## src/rtl/if_stage_if.sv

```systemverilog
// Instruction-memory request/grant/response bundle between the fetch stage
// (master) and instruction memory (slave).
interface if_stage_if;
   logic        imem_req_o;
   logic [31:0] imem_addr_o;
   logic        imem_gnt_i;
   logic        imem_rvalid_i;
   logic [31:0] imem_rdata_i;

   modport master (
      output imem_req_o,
      output imem_addr_o,
      input  imem_gnt_i,
      input  imem_rvalid_i,
      input  imem_rdata_i
   );

   modport slave (
      input  imem_req_o,
      input  imem_addr_o,
      output imem_gnt_i,
      output imem_rvalid_i,
      output imem_rdata_i
   );
endinterface

```

## src/rtl/if_stage.sv

```systemverilog
// Instruction-fetch stage: owns the PC, keeps up to two requests in flight,
// tags returned words with their address in a 2-entry buffer for decode, and
// discards stale responses after a redirect.
module if_stage #(
   parameter logic [31:0] RESET_PC = 32'h0000_0000
) (
   input  logic              clk,
   input  logic              rst,
   input  logic              hold_i,
   input  logic              jump_i,
   input  logic [31:0]       jump_addr_i,
   if_stage_if.master        imem,
   output logic              inst_valid_o,
   output logic [31:0]       inst_o,
   output logic [31:0]       inst_addr_o
);

   localparam logic [31:0] NOP = 32'h0000_0013;

   logic [31:0] pc_q, pc_d;
   logic [1:0]  out_q, out_d;
   logic [1:0]  disc_q, disc_d;
   logic [31:0] afifo_q [2];
   logic [31:0] afifo_d [2];
   logic        a_wr_q, a_wr_d, a_rd_q, a_rd_d;
   logic [31:0] baddr_q [2];
   logic [31:0] baddr_d [2];
   logic [31:0] binst_q [2];
   logic [31:0] binst_d [2];
   logic        b_wr_q, b_wr_d, b_rd_q, b_rd_d;
   logic [1:0]  cnt_q, cnt_d;

   logic        pop, req, gnt, rsp, push;
   logic [2:0]  credit;

   assign inst_valid_o     = (cnt_q != 2'd0);
   assign inst_o           = inst_valid_o ? binst_q[b_rd_q] : NOP;
   assign inst_addr_o      = inst_valid_o ? baddr_q[b_rd_q] : '0;
   assign imem.imem_req_o  = req;
   assign imem.imem_addr_o = pc_q;

   // Handshake decode, credit rule and next-state for PC, in-flight tracking and buffer.
   always_comb begin
      pop      = inst_valid_o & ~hold_i & ~jump_i;
      // Requests in flight plus buffered words, after this cycle's pop, may not exceed two.
      credit   = 3'(out_q) + 3'(cnt_q) - 3'(pop);
      req      = ~rst & ~jump_i & (credit < 3'd2);
      gnt      = req & imem.imem_gnt_i;
      // A response with nothing outstanding is a protocol error and is ignored.
      rsp      = imem.imem_rvalid_i & (out_q != 2'd0);
      push     = rsp & (disc_q == 2'd0) & ~jump_i;

      pc_d     = pc_q;
      afifo_d  = afifo_q;
      a_wr_d   = a_wr_q;
      a_rd_d   = a_rd_q;
      out_d    = out_q + 2'(gnt) - 2'(rsp);
      disc_d   = disc_q;
      baddr_d  = baddr_q;
      binst_d  = binst_q;
      b_wr_d   = b_wr_q;
      b_rd_d   = b_rd_q;
      cnt_d    = cnt_q;

      if (gnt) begin
         afifo_d[a_wr_q] = pc_q;
         a_wr_d          = ~a_wr_q;
         pc_d            = pc_q + 32'd4;
      end
      if (rsp) begin
         a_rd_d = ~a_rd_q;
      end

      if (jump_i) begin
         pc_d   = {jump_addr_i[31:2], 2'b00};
         // Every request still unanswered after this cycle belongs to the old path.
         disc_d = out_q - 2'(rsp);
         cnt_d  = '0;
         b_wr_d = 1'b0;
         b_rd_d = 1'b0;
      end else begin
         if (rsp && disc_q != 2'd0) begin
            disc_d = disc_q - 2'd1;
         end
         if (push) begin
            baddr_d[b_wr_q] = afifo_q[a_rd_q];
            binst_d[b_wr_q] = imem.imem_rdata_i;
            b_wr_d          = ~b_wr_q;
         end
         if (pop) begin
            b_rd_d = ~b_rd_q;
         end
         cnt_d = cnt_q + 2'(push) - 2'(pop);
      end
   end

   // State registers with asynchronous reset.
   always_ff @(posedge clk or posedge rst) begin
      if (rst) begin
         pc_q    <= RESET_PC;
         out_q   <= '0;
         disc_q  <= '0;
         afifo_q <= '{default: '0};
         a_wr_q  <= 1'b0;
         a_rd_q  <= 1'b0;
         baddr_q <= '{default: '0};
         binst_q <= '{default: '0};
         b_wr_q  <= 1'b0;
         b_rd_q  <= 1'b0;
         cnt_q   <= '0;
      end else begin
         pc_q    <= pc_d;
         out_q   <= out_d;
         disc_q  <= disc_d;
         afifo_q <= afifo_d;
         a_wr_q  <= a_wr_d;
         a_rd_q  <= a_rd_d;
         baddr_q <= baddr_d;
         binst_q <= binst_d;
         b_wr_q  <= b_wr_d;
         b_rd_q  <= b_rd_d;
         cnt_q   <= cnt_d;
      end
   end

   a_no_orphan_rsp: assert property (@(posedge clk) disable iff (rst)
      !(imem.imem_rvalid_i && out_q == 2'd0));

endmodule

```

## src/flat_wrapper.sv

```systemverilog
// flat-port wrapper written by rule: the top's interface ports become plain ports
module if_stage_flat 
#(
   parameter logic [31:0] RESET_PC = 32'h0000_0000
)
  (clk, rst, hold_i, jump_i, jump_addr_i, inst_valid_o, inst_o, inst_addr_o, imem_imem_req_o, imem_imem_addr_o, imem_imem_gnt_i, imem_imem_rvalid_i, imem_imem_rdata_i);
  if_stage_if imem_i ();
  input  logic clk;
  input  logic rst;
  input  logic hold_i;
  input  logic jump_i;
  input  logic [31:0] jump_addr_i;
  output logic inst_valid_o;
  output logic [31:0] inst_o;
  output logic [31:0] inst_addr_o;
  output wire logic [$bits(imem_i.imem_req_o)-1:0] imem_imem_req_o;
  output wire logic [$bits(imem_i.imem_addr_o)-1:0] imem_imem_addr_o;
  input wire logic [$bits(imem_i.imem_gnt_i)-1:0] imem_imem_gnt_i;
  input wire logic [$bits(imem_i.imem_rvalid_i)-1:0] imem_imem_rvalid_i;
  input wire logic [$bits(imem_i.imem_rdata_i)-1:0] imem_imem_rdata_i;
  assign imem_imem_req_o = imem_i.imem_req_o;
  assign imem_imem_addr_o = imem_i.imem_addr_o;
  assign imem_i.imem_gnt_i = imem_imem_gnt_i;
  assign imem_i.imem_rvalid_i = imem_imem_rvalid_i;
  assign imem_i.imem_rdata_i = imem_imem_rdata_i;
  if_stage #(.RESET_PC(RESET_PC)) u_core (.clk(clk), .rst(rst), .hold_i(hold_i), .jump_i(jump_i), .jump_addr_i(jump_addr_i), .imem(imem_i), .inst_valid_o(inst_valid_o), .inst_o(inst_o), .inst_addr_o(inst_addr_o));
endmodule
```

## config.mk

```make
export PLATFORM = sky130hd
export DESIGN_NAME = if_stage_flat
export DESIGN_NICKNAME = d
export VERILOG_FILES = /design/src/rtl/if_stage_if.sv /design/src/rtl/if_stage.sv /design/src/flat_wrapper.sv
export SDC_FILE = /design/constraint.sdc
export NUM_CORES = 1
export LEC_CHECK = 0
export CAP_MARGIN = 20
export CORE_ASPECT_RATIO = 0.9
export CORE_MARGIN = 2
export CORE_UTILIZATION = 50
export DETAILED_ROUTE_END_ITERATION = 12
export PLACE_DENSITY = 0.72
export SLEW_MARGIN = 10
export SYNTH_ARGS = -nofsm -noshare
export SYNTH_HDL_FRONTEND = slang
export SYNTH_SLANG_ARGS = --single-unit
```

## constraint.sdc

```tcl
create_clock -name clk -period 8 [get_ports clk]
set_clock_uncertainty 0.15 [all_clocks]
set_input_delay 0.8 -clock clk [delete_from_list [all_inputs] [get_ports clk]]
set_output_delay 0.8 -clock clk [all_outputs]
set_load 0.03 [all_outputs]
```

## After elaboration in Yosys (flattened, before gate mapping)

Index checks and enable logic that the tools add are counted.

- Bits in registers: 234
- Input bits: 70
- Output and inout bits: 98
- Logic and storage cells: 88

- $add $sub $neg: 9
- $lt $le $gt $ge: 7
- Multiplexer cells: 27
- Bitwise gates (word level): 19
- Reduce and logical (&&, ||, !) cells: 12

Operators by type and width:

| kind | number |
|---|---|
| $mux W32 | 15 |
| $bwmux W64 | 3 |
| $demux W32 S1 | 2 |
| $add A32 B3 Y32 const B | 1 |
| $reduce_bool A2 Y1 | 7 |
| $and A1 B1 Y1 | 8 |
| $ge A2 B2 Y1 const B | 4 |
| $not A1 Y2 | 4 |
| $not A1 Y1 | 7 |
| $mux W2 | 3 |
| $sub A2 B1 Y2 | 3 |
| $add A2 B1 Y2 | 2 |
| $lt A2 B1 Y1 const B | 2 |
| $mux W1 | 4 |
| $add A2 B2 Y3 | 1 |
| $logic_and A1 B1 Y1 | 3 |
| $lt A3 B2 Y1 const B | 1 |
| $sub A3 B1 Y3 | 1 |
| $logic_not A2 Y1 | 1 |
| $reduce_and A2 Y1 | 1 |
| $sub A2 B1 Y2 const B | 1 |

## Logic depth before layout (Yosys ltp)

- Depth in word-level cells: 9
- Gate-level depth with buffers: 12
- Depth with buffers taken out: 11

## Least setup slack after synthesis

Ideal clock, no wire load.

- Kind: input -> register
- From: in jump_i
- To: reg u_core.afifo_q[14] in the netlist's numbering
- Setup time: 0.128 ns
- Data arrival time: 3.109 ns
- Required time: 7.722 ns
- Path slack: 4.614 ns
- Cell stages on the path: 10
- Path buffers: 2
- Cells stage by stage: buf_2 > nor4_1 > o21ai_0 > fa_1 > xor2_1 > nand4_1 > inv_2 > nand2_1 > buf_2 > mux2_1

- Cells in the longest elaborated chain, start to end: 6
- Elaborated cells on any way between the ends: 7
- Classes of those cells: 1 x add/sub; 1 x order compare; 5 x bitwise

Ends and longest elaborated chain:

| element | RTL line | text |
|---|---|---|
| start: declaration | flat_wrapper.sv:11 | `input logic jump_i;` |
| $not A1 Y1 (no source line) (*) | n/a |  |
| $and A1 B1 Y1 | if_stage.sv:44 | `pop = inst_valid_o & ~hold_i & ~jump_i;` |
| $sub A3 B1 Y3 | if_stage.sv:46 | `credit = 3'(out_q) + 3'(cnt_q) - 3'(pop);` |
| $lt A3 B2 Y1 | if_stage.sv:47 | `req = ~rst & ~jump_i & (credit < 3'd2);` |
| $and A1 B1 Y1 (*) | if_stage.sv:47 |  |
| $and A1 B1 Y1 (*) | if_stage.sv:48 | `gnt = req & imem.imem_gnt_i;` |
| end signal: assignment | if_stage.sv:115 | `afifo_q <= afifo_d;` |
| end: declaration | if_stage.sv:23 | `logic [31:0] afifo_q [2];` |

Every way passes the cells marked *; elsewhere a longest branch is shown, timed or not.
A chain may end at the register's enable or synchronous reset.

## Worst setup path after layout

- From: in jump_i
- To: out imem_imem_req_o

- Cells in the longest elaborated chain, start to end: 5
- Elaborated cells on any way between the ends: 6
- Classes of those cells: 1 x add/sub; 1 x order compare; 4 x bitwise

Ends and longest elaborated chain:

| element | RTL line | text |
|---|---|---|
| $not A1 Y1 (no source line) (*) | n/a |  |
| $and A1 B1 Y1 | if_stage.sv:44 |  |
| $sub A3 B1 Y3 | if_stage.sv:46 |  |
| $lt A3 B2 Y1 | if_stage.sv:47 |  |
| $and A1 B1 Y1 (*) | if_stage.sv:47 |  |
| end: declaration | flat_wrapper.sv:16 | `output wire logic [$bits(imem_i.imem_req_o)-1:0] imem_imem_req_o;` |

Marks and branches as above.

==> results list <==
- The run finished with clean final reports.
- Worst r2r src: u_core.out_q[0]
* First-pass GRT wire length: between 30 and 40 mm
- Initial antenna violation count: 0
- The initialized floorplan defines 49 standard-cell rows.
* Leading register cell type out of synthesis: sky130_fd_sc_hd__dfrtp_1
- Hold repair after CTS inserted 0 buffers.
* Reg-to-reg critical path endpoint: u_core.afifo_q[23]
- Most frequent cells after synthesis: 224 x sky130_fd_sc_hd__dfrtp_1, 116 x sky130_fd_sc_hd__nor2_1, 115 x sky130_fd_sc_hd__mux2_2
* Antenna fix cells: 0
* Area delta synth->final: 24.93%
- Routed Antenna Nets: 0
* Final cell count without fillers: 1,329
* Count of flip-flops with a built-in enable after synthesis: 0
- Drt drc: 0
- For this run, the total global-route usage over all layers was measured as 0.2178.
* Cell count after synthesis: around 920
- Dominant cell by count in the synthesized netlist: sky130_fd_sc_hd__dfrtp_1
- Reported leakage power: 5.626 nW
- By area the synthesized netlist is led by sky130_fd_sc_hd__dfrtp_1 54%, sky130_fd_sc_hd__mux2_2 13%, sky130_fd_sc_hd__mux2i_1 9.1%.
* Largest net degree at the start of global routing: 156
* Worst slew pin tran: 1.053 ns
- The clock reaches the later pin of the worst-skew pair after 0.52 ns.
- Power density over the cells: 336.0 nW/µm²
* Proportion of register bits with asynchronous set or reset after synthesis: 1.000
- Period utilization: 0.5349
* Distinct cell type count after synthesis: 49
- Timing would allow up to 0.2337 GHz.
* Total Routed Length: 23.33 mm
* Worst slew margin relative to its limit: 0.2980
- For this run, the number of Yosys warnings is 0.
- Setup repair after global routing left no endpoint under its margin.
- Startpoint kind of the worst setup timing path: input pin
- CP Capture Type: output port
* Avg Cell Area, Syn: 11.27 µm²
- The number of cells on the worst reg-to-reg path is 10.
- H-tree depth reported by CTS: 1
- Routability cong.: ~0.78
- Gr ovfl total: 0
- The startpoint identified for the worst hold timing path is u_core.baddr_q[26].
- The largest total area in the synthesized netlist belongs to sky130_fd_sc_hd__dfrtp_1.
- Setup TNS: 0 ns
* Data required time of the critical path: roughly 7.1 ns
- # IOs: 168
* Largest incremental delay on the critical path: around 0.67 ns
- Core region area: 20,110 µm²
- In the final layout, the share of cells above drive strength 1 is 0.1732.
- Die area: 21,860 µm²
* Final Hold Fails: 0
- Netlist Area Pre-Place: 10,340 µm²
* Port Buf Inserts: 161
- Using the TritonRoute via totals, the vias-per-cell ratio works out to 5.561.
- Max-slew violations: 0
- Proportion of netlist area held by the largest area contributor: 0.5419
* Average wire per standard cell: 17.55 µm
- The tree is rooted in a sky130_fd_sc_hd__clkbuf_16.
- For this configuration, the core starts out at a cell density of 0.5144.
* Worst setup timing slack at the placement stage: 3.298 ns
- CTS Buffer Depth: 3
- Once routing completed, OpenROAD measured the worst setup slack at about 3.7 ns.
* Final setup vio count: 0
- Sequential element share of the synthesized area: 0.5419
* Post-CTS setup buffer count: 0
- Post-CTS resize count: 0
- Number of cells in the design after placement: 1,284
- Critical path data arrival time: 3.33 ns
- Final nets: 1,134
- Detailed placement finished with a half-perimeter wire length of 14.74 mm.
- For flop-to-flop paths, the worst setup slack is 4.11 ns.
- Summing over every cut layer, the via total after detailed routing is approximately 7,400.
* TritonCTS clock tree: yes
- The worst hold path passes through 2 cells.
* Worst min-delay path endpoint: u_core.baddr_q[26]
- The synthesized design contains 224 register bits.
* Fin Hold WS: 0.3274 ns
- On the critical path, the stage with the largest delay is an instance of sky130_fd_sc_hd__clkdlybuf4s50_1.
* Number of global-route vias before repair: between 7,000 and 8,000
- In this run, the number of DRC markers left after iteration 0 of detailed routing was 376.
* Die extent in x: 155.6 µm
* Clock buffers created by TritonCTS: 24
* Ordered cell list for the critical path: buf_2 -> buf_4 -> nor4_1 -> o21ai_0 -> fa_1 -> xor2_1 -> and3_1 -> clkdlybuf4s50_1
- From bottom edge to top edge, the die measures 140.5 µm.
* Clock edge transition at the registers on the reported setup and hold paths: approximately 0.06 ns
* Shortest period the worst path allows: 4.279 ns
- Worst Path Class, Setup: input pin to output port
- The first detailed-routing pass ran for 5 iterations.
* Clock sink total: about 220
* Hold crit path type: register to register
* Crit-path max FO: 47
- Across the run, the number of max-cap violations was 0.
- IR analysis of the VDD net gives a maximum drop of 0.0001433 V.
-- through the flow --
| step | total power (W) | area (µm²) | util |
|---|---|---|---|
| 4_1_cts | 0.004378 | 12890 | 0.6412 |
| 6_report | 0.004342 | 12920 | 0.6426 |
| 2_1_floorplan | 0.002824 | 10350 | - |
| 3_5_place_dp | 0.003273 | 12110 | 0.6020 |
| 3_3_place_gp | 0.003219 | 12110 | 0.6020 |
| 5_1_grt | 0.004611 | 12920 | 0.6426 |
-- how the worst max path moves through the flow --
stage	slack, ns	start	cells past startpoint	endpoint
6_report	3.72	jump_i	8	imem_imem_req_o
5_1_grt	3.51	jump_i	12	u_core.afifo_q[23]
4_1_cts	3.69	jump_i	8	imem_imem_req_o
3_5_place_dp	3.30	jump_i	12	u_core.afifo_q[22]
3_3_place_gp	3.34	jump_i	12	u_core.afifo_q[26]
2_1_floorplan	0.92	rst	1	u_core.a_rd_q
-- flip-flops by register name, summed over array words and instances (netlist names), 2 cells and up --
signal	count
u_core.binst_q	64
u_core.afifo_q	60
u_core.baddr_q	60
u_core.imem.imem_addr_o	30
u_core.cnt_q	2
u_core.disc_q	2
u_core.out_q	2
-- cells in the final DEF, fill, tap and decap left out, drive strengths merged, types with 5 or more instances in the layout --
| cell | synthesis | final |
|---|---|---|
| clkinv | 0 | 9 |
| nor2b | 5 | 5 |
| mux2i | 94 | 94 |
| nand2 | 74 | 74 |
| dfrtp | 224 | 224 |
| a21oi | 35 | 35 |
| buf | 40 | 11 |
| nand4 | 15 | 15 |
| nor2 | 116 | 116 |
| ha | 7 | 7 |
| mux2 | 120 | 120 |
| o211ai | 8 | 8 |
| a221o | 6 | 6 |
| nor3 | 7 | 7 |
| o21ai | 58 | 58 |
| inv | 16 | 16 |
| nand3 | 15 | 15 |
| or3 | 5 | 5 |
| xor2 | 5 | 5 |
| clkdlybuf4s50 | 0 | 160 |
| xnor2 | 7 | 7 |
| clkbuf | 22 | 33 |
-- power by group --
group | leakage (nW) | internal (W) | switching (W)
combinational | 2.37 | 0.000681 | 0.000677
sequential | 2.86 | 0.00158 | 0.000313
clock | 0.397 | 0.000648 | 0.000441
-- routing by layer --
metal  part of all wire  vias up  track usage
met5                  0        -            0
met4              0.019        0      0.05118
met3              0.048       31      0.03032
met2               0.45      218       0.3419
met1               0.48     3642       0.3233
li1                   -     3500            -
-- cells by family (layout without fill, tap and decap cells) --
family / after synthesis / in the layout / share of synthesized area
and+or+nand+nor: 251 / 251 / 0.1078
DFF: 224 / 224 / 0.5419
muxes: 214 / 214 / 0.2216
AOI/OAI and AO/OA: 129 / 129 / 0.07330
buffers and inverters: 79 / 232 / 0.03448
xor gates and xnor gates: 12 / 12 / 0.01016
adders and majority gates: 8 / 8 / 0.01040
other: 1 / 4 / 0.0003625
-- critical path, delay by kind of cell --
| family | cells | cell delay [ns] |
|---|---|---|
| AOI/OAI and AO/OA | 1 | 0.20 |
| xor gates and xnor gates | 1 | 0.18 |
| adders and majority gates | 1 | 0.40 |
| buffers and inverters | 3 | 1.05 |
| and+or+nand+nor | 2 | 0.68 |
-- cell type report --
cell class	count	area [µm²]
inverters	17	85.08
repair buffers	171	1702
well taps	255	319.1
flip-flops and latches	224	5610
clock inverters	11	82.58
clock buffers	33	705.7
fillers	1562	7187
multi-input cells	618	4418
Note: power is estimated with default switching activity, not from simulation.
==> patch, RTL diff (same flow settings) <==
Reset style: synchronous (`rst`), changed in one clocked block. Comments in the files are not updated.
--- a/src/rtl/if_stage.sv
+++ b/src/rtl/if_stage.sv
@@ -97,3 +97,3 @@
    // State registers with asynchronous reset.
-   always_ff @(posedge clk or posedge rst) begin
+   always_ff @(posedge clk) begin
       if (rst) begin
Formal check against the unedited RTL: differs if rst is asserted again (counterexample within 4 cycles, from zero or initial values and one cycle with rst high); with rst held inactive, the same outputs for 4 cycles.
==> patch against the unedited design <==
  * Sequential share of layout area shrank 6.8 points
  * Critical path depth is the same
  * Core utilization shrank 0.46 points
  * Synthesized area shrank 5.0%
  * Synthesized cell count grew 28%
  * Wire length grew 6.2%
  * Worst setup slack lost 0.69 ns
  * Sequential cell count is the same
  * Cell area shrank 5.1%
  * Non-clock buffer count grew 3
  * First-iteration DRC count grew 28%
Power is not compared: it rests on default switching activity, and its combinational part moved more than twofold at a synthesized area within 25%.
==> patch: results (changes against the unedited design) <==
| Metric | Value |
|---|---|
| Status | `completed (unchanged)` |
| Finished Layout Cells | `1542 (was 1329)` |
| Avg Cell Area, Syn | `8.39 um^2 (was 11.3 um^2)` |
| GRT Total Usage | `23.3% (was 21.8%)` |
| Sequential share of the synthesized area | `45.6% (was 54.2%)` |
| Area of the multi-input gates | `0.00491 mm^2 (was 0.00442 mm^2)` |
| Register Area | `0.00449 mm^2 (was 0.00561 mm^2)` |
| Clock Latency Late Sink | `0.50 ns (was 0.52 ns)` |
| Synth cell count leaders | `dfxtp_1, nand2_1, nor2_1 (was dfrtp_1, nor2_1, mux2_2)` |
| Invs w/o clock | `13 (was 17)` |
| Clk tree area frac | `6.44% (was 6.10%)` |
| Worst-Margin Slew | `1.17 ns (was 1.05 ns)` |
| Worst slack, placed | `3.30 ns (about the same)` |
| Vias in the first global route | `7914 (was 7471)` |
| Post-synth cell types | `48 (was 49)` |
| Nonclk buf count | `174 (was 171)` |
| Routed len/inst | `16.1 um (was 17.6 um)` |
| GPL Wtd Cong | `0.847 (was 0.776)` |
| Total CTS buffers | `23 (was 24)` |
| Via density | `5.42 (was 5.56)` |
| Crit path DAT | `4.02 ns (was 3.33 ns)` |
| Worst R2R Path Depth | `11 (was 10)` |
| CLK BUF | `32 (was 33)` |
| Die W | `152 um (was 156 um)` |
| Largest net degree at the start of global routing | `120 (was 156)` |
| Fin nets | `1353 (was 1134)` |
| Share of layout cells above drive strength 1 | `5.11% (was 17.3%)` |
| Synth top area cells | `dfxtp_1, mux2i_1, nand2_1, nor2_1, a21oi_1 (was dfrtp_1, mux2_2, mux2i_1, nor2_1, nand2_1)` |
| DP HPWL | `15400 um (was 14700 um)` |
| FFs w/ async S/R, synth | `0% (was 100%)` |
| Multi-input comb cells | `841 (was 618)` |
| Iteration-0 DRC Markers | `483 (was 376)` |
| Fillers | `1692 (was 1562)` |
[patch: cell types whose count changed after synthesis, moves of 6 or more]
cell,unedited run,this run
nand2_1,74,193
a211oi_1,0,66
o21ai_0,55,12
nand3_1,14,36
dfxtp_1,0,224
mux2i_1,94,125
mux2_2,115,1
clkbuf_1,22,59
nor2_1,116,181
a221o_1,6,0
dfrtp_1,224,0
a21oi_1,35,107
[patch: through the flow]
| step | util (%) | cell area, um^2 |
|---|---|---|
| after floorplan | - | 9840 |
| after global placement | 59.7 | 11500 |
| after detailed placement | 59.7 | 11500 |
| after CTS | 63.8 | 12300 |
| after global routing | 63.8 | 12300 |
| final | 63.8 | 12300 |
[patch: kinds of logic (layout without fill, tap and decap cells)]
| kind of cell | after synthesis | after routing | share of synthesized area, % |
|---|---|---|---|
| other cells | 1 | 4 | 0.0381 |
| compound gates | 218 | 218 | 13.7 |
| mux | 126 | 126 | 12.8 |
| flops | 224 | 224 | 45.6 |
| fa+ha+maj | 6 | 6 | 0.840 |
| simple gates | 466 | 466 | 20.3 |
| buf+inv | 110 | 227 | 4.79 |
| xor+xnor | 21 | 21 | 1.87 |
[patch: path summary, 6_finish.rpt]
kind                      start                     endpoint  slack (ns)
max             u_core.cnt_q[0]              imem_imem_req_o        3.03
min reg2reg  u_core.binst_q[43]           u_core.binst_q[43]        0.30
min          u_core.binst_q[43]           u_core.binst_q[43]        0.30
max reg2reg     u_core.cnt_q[0]  u_core.imem.imem_addr_o[25]        3.50
[patch: metal layers]
metal | part of all wire [%] | GRT usage (%)
met3 | 4.9 | 3.32
met2 | 45 | 36.7
met1 | 48 | 33.7
met5 | 0 | 0
met4 | 2.0 | 5.50
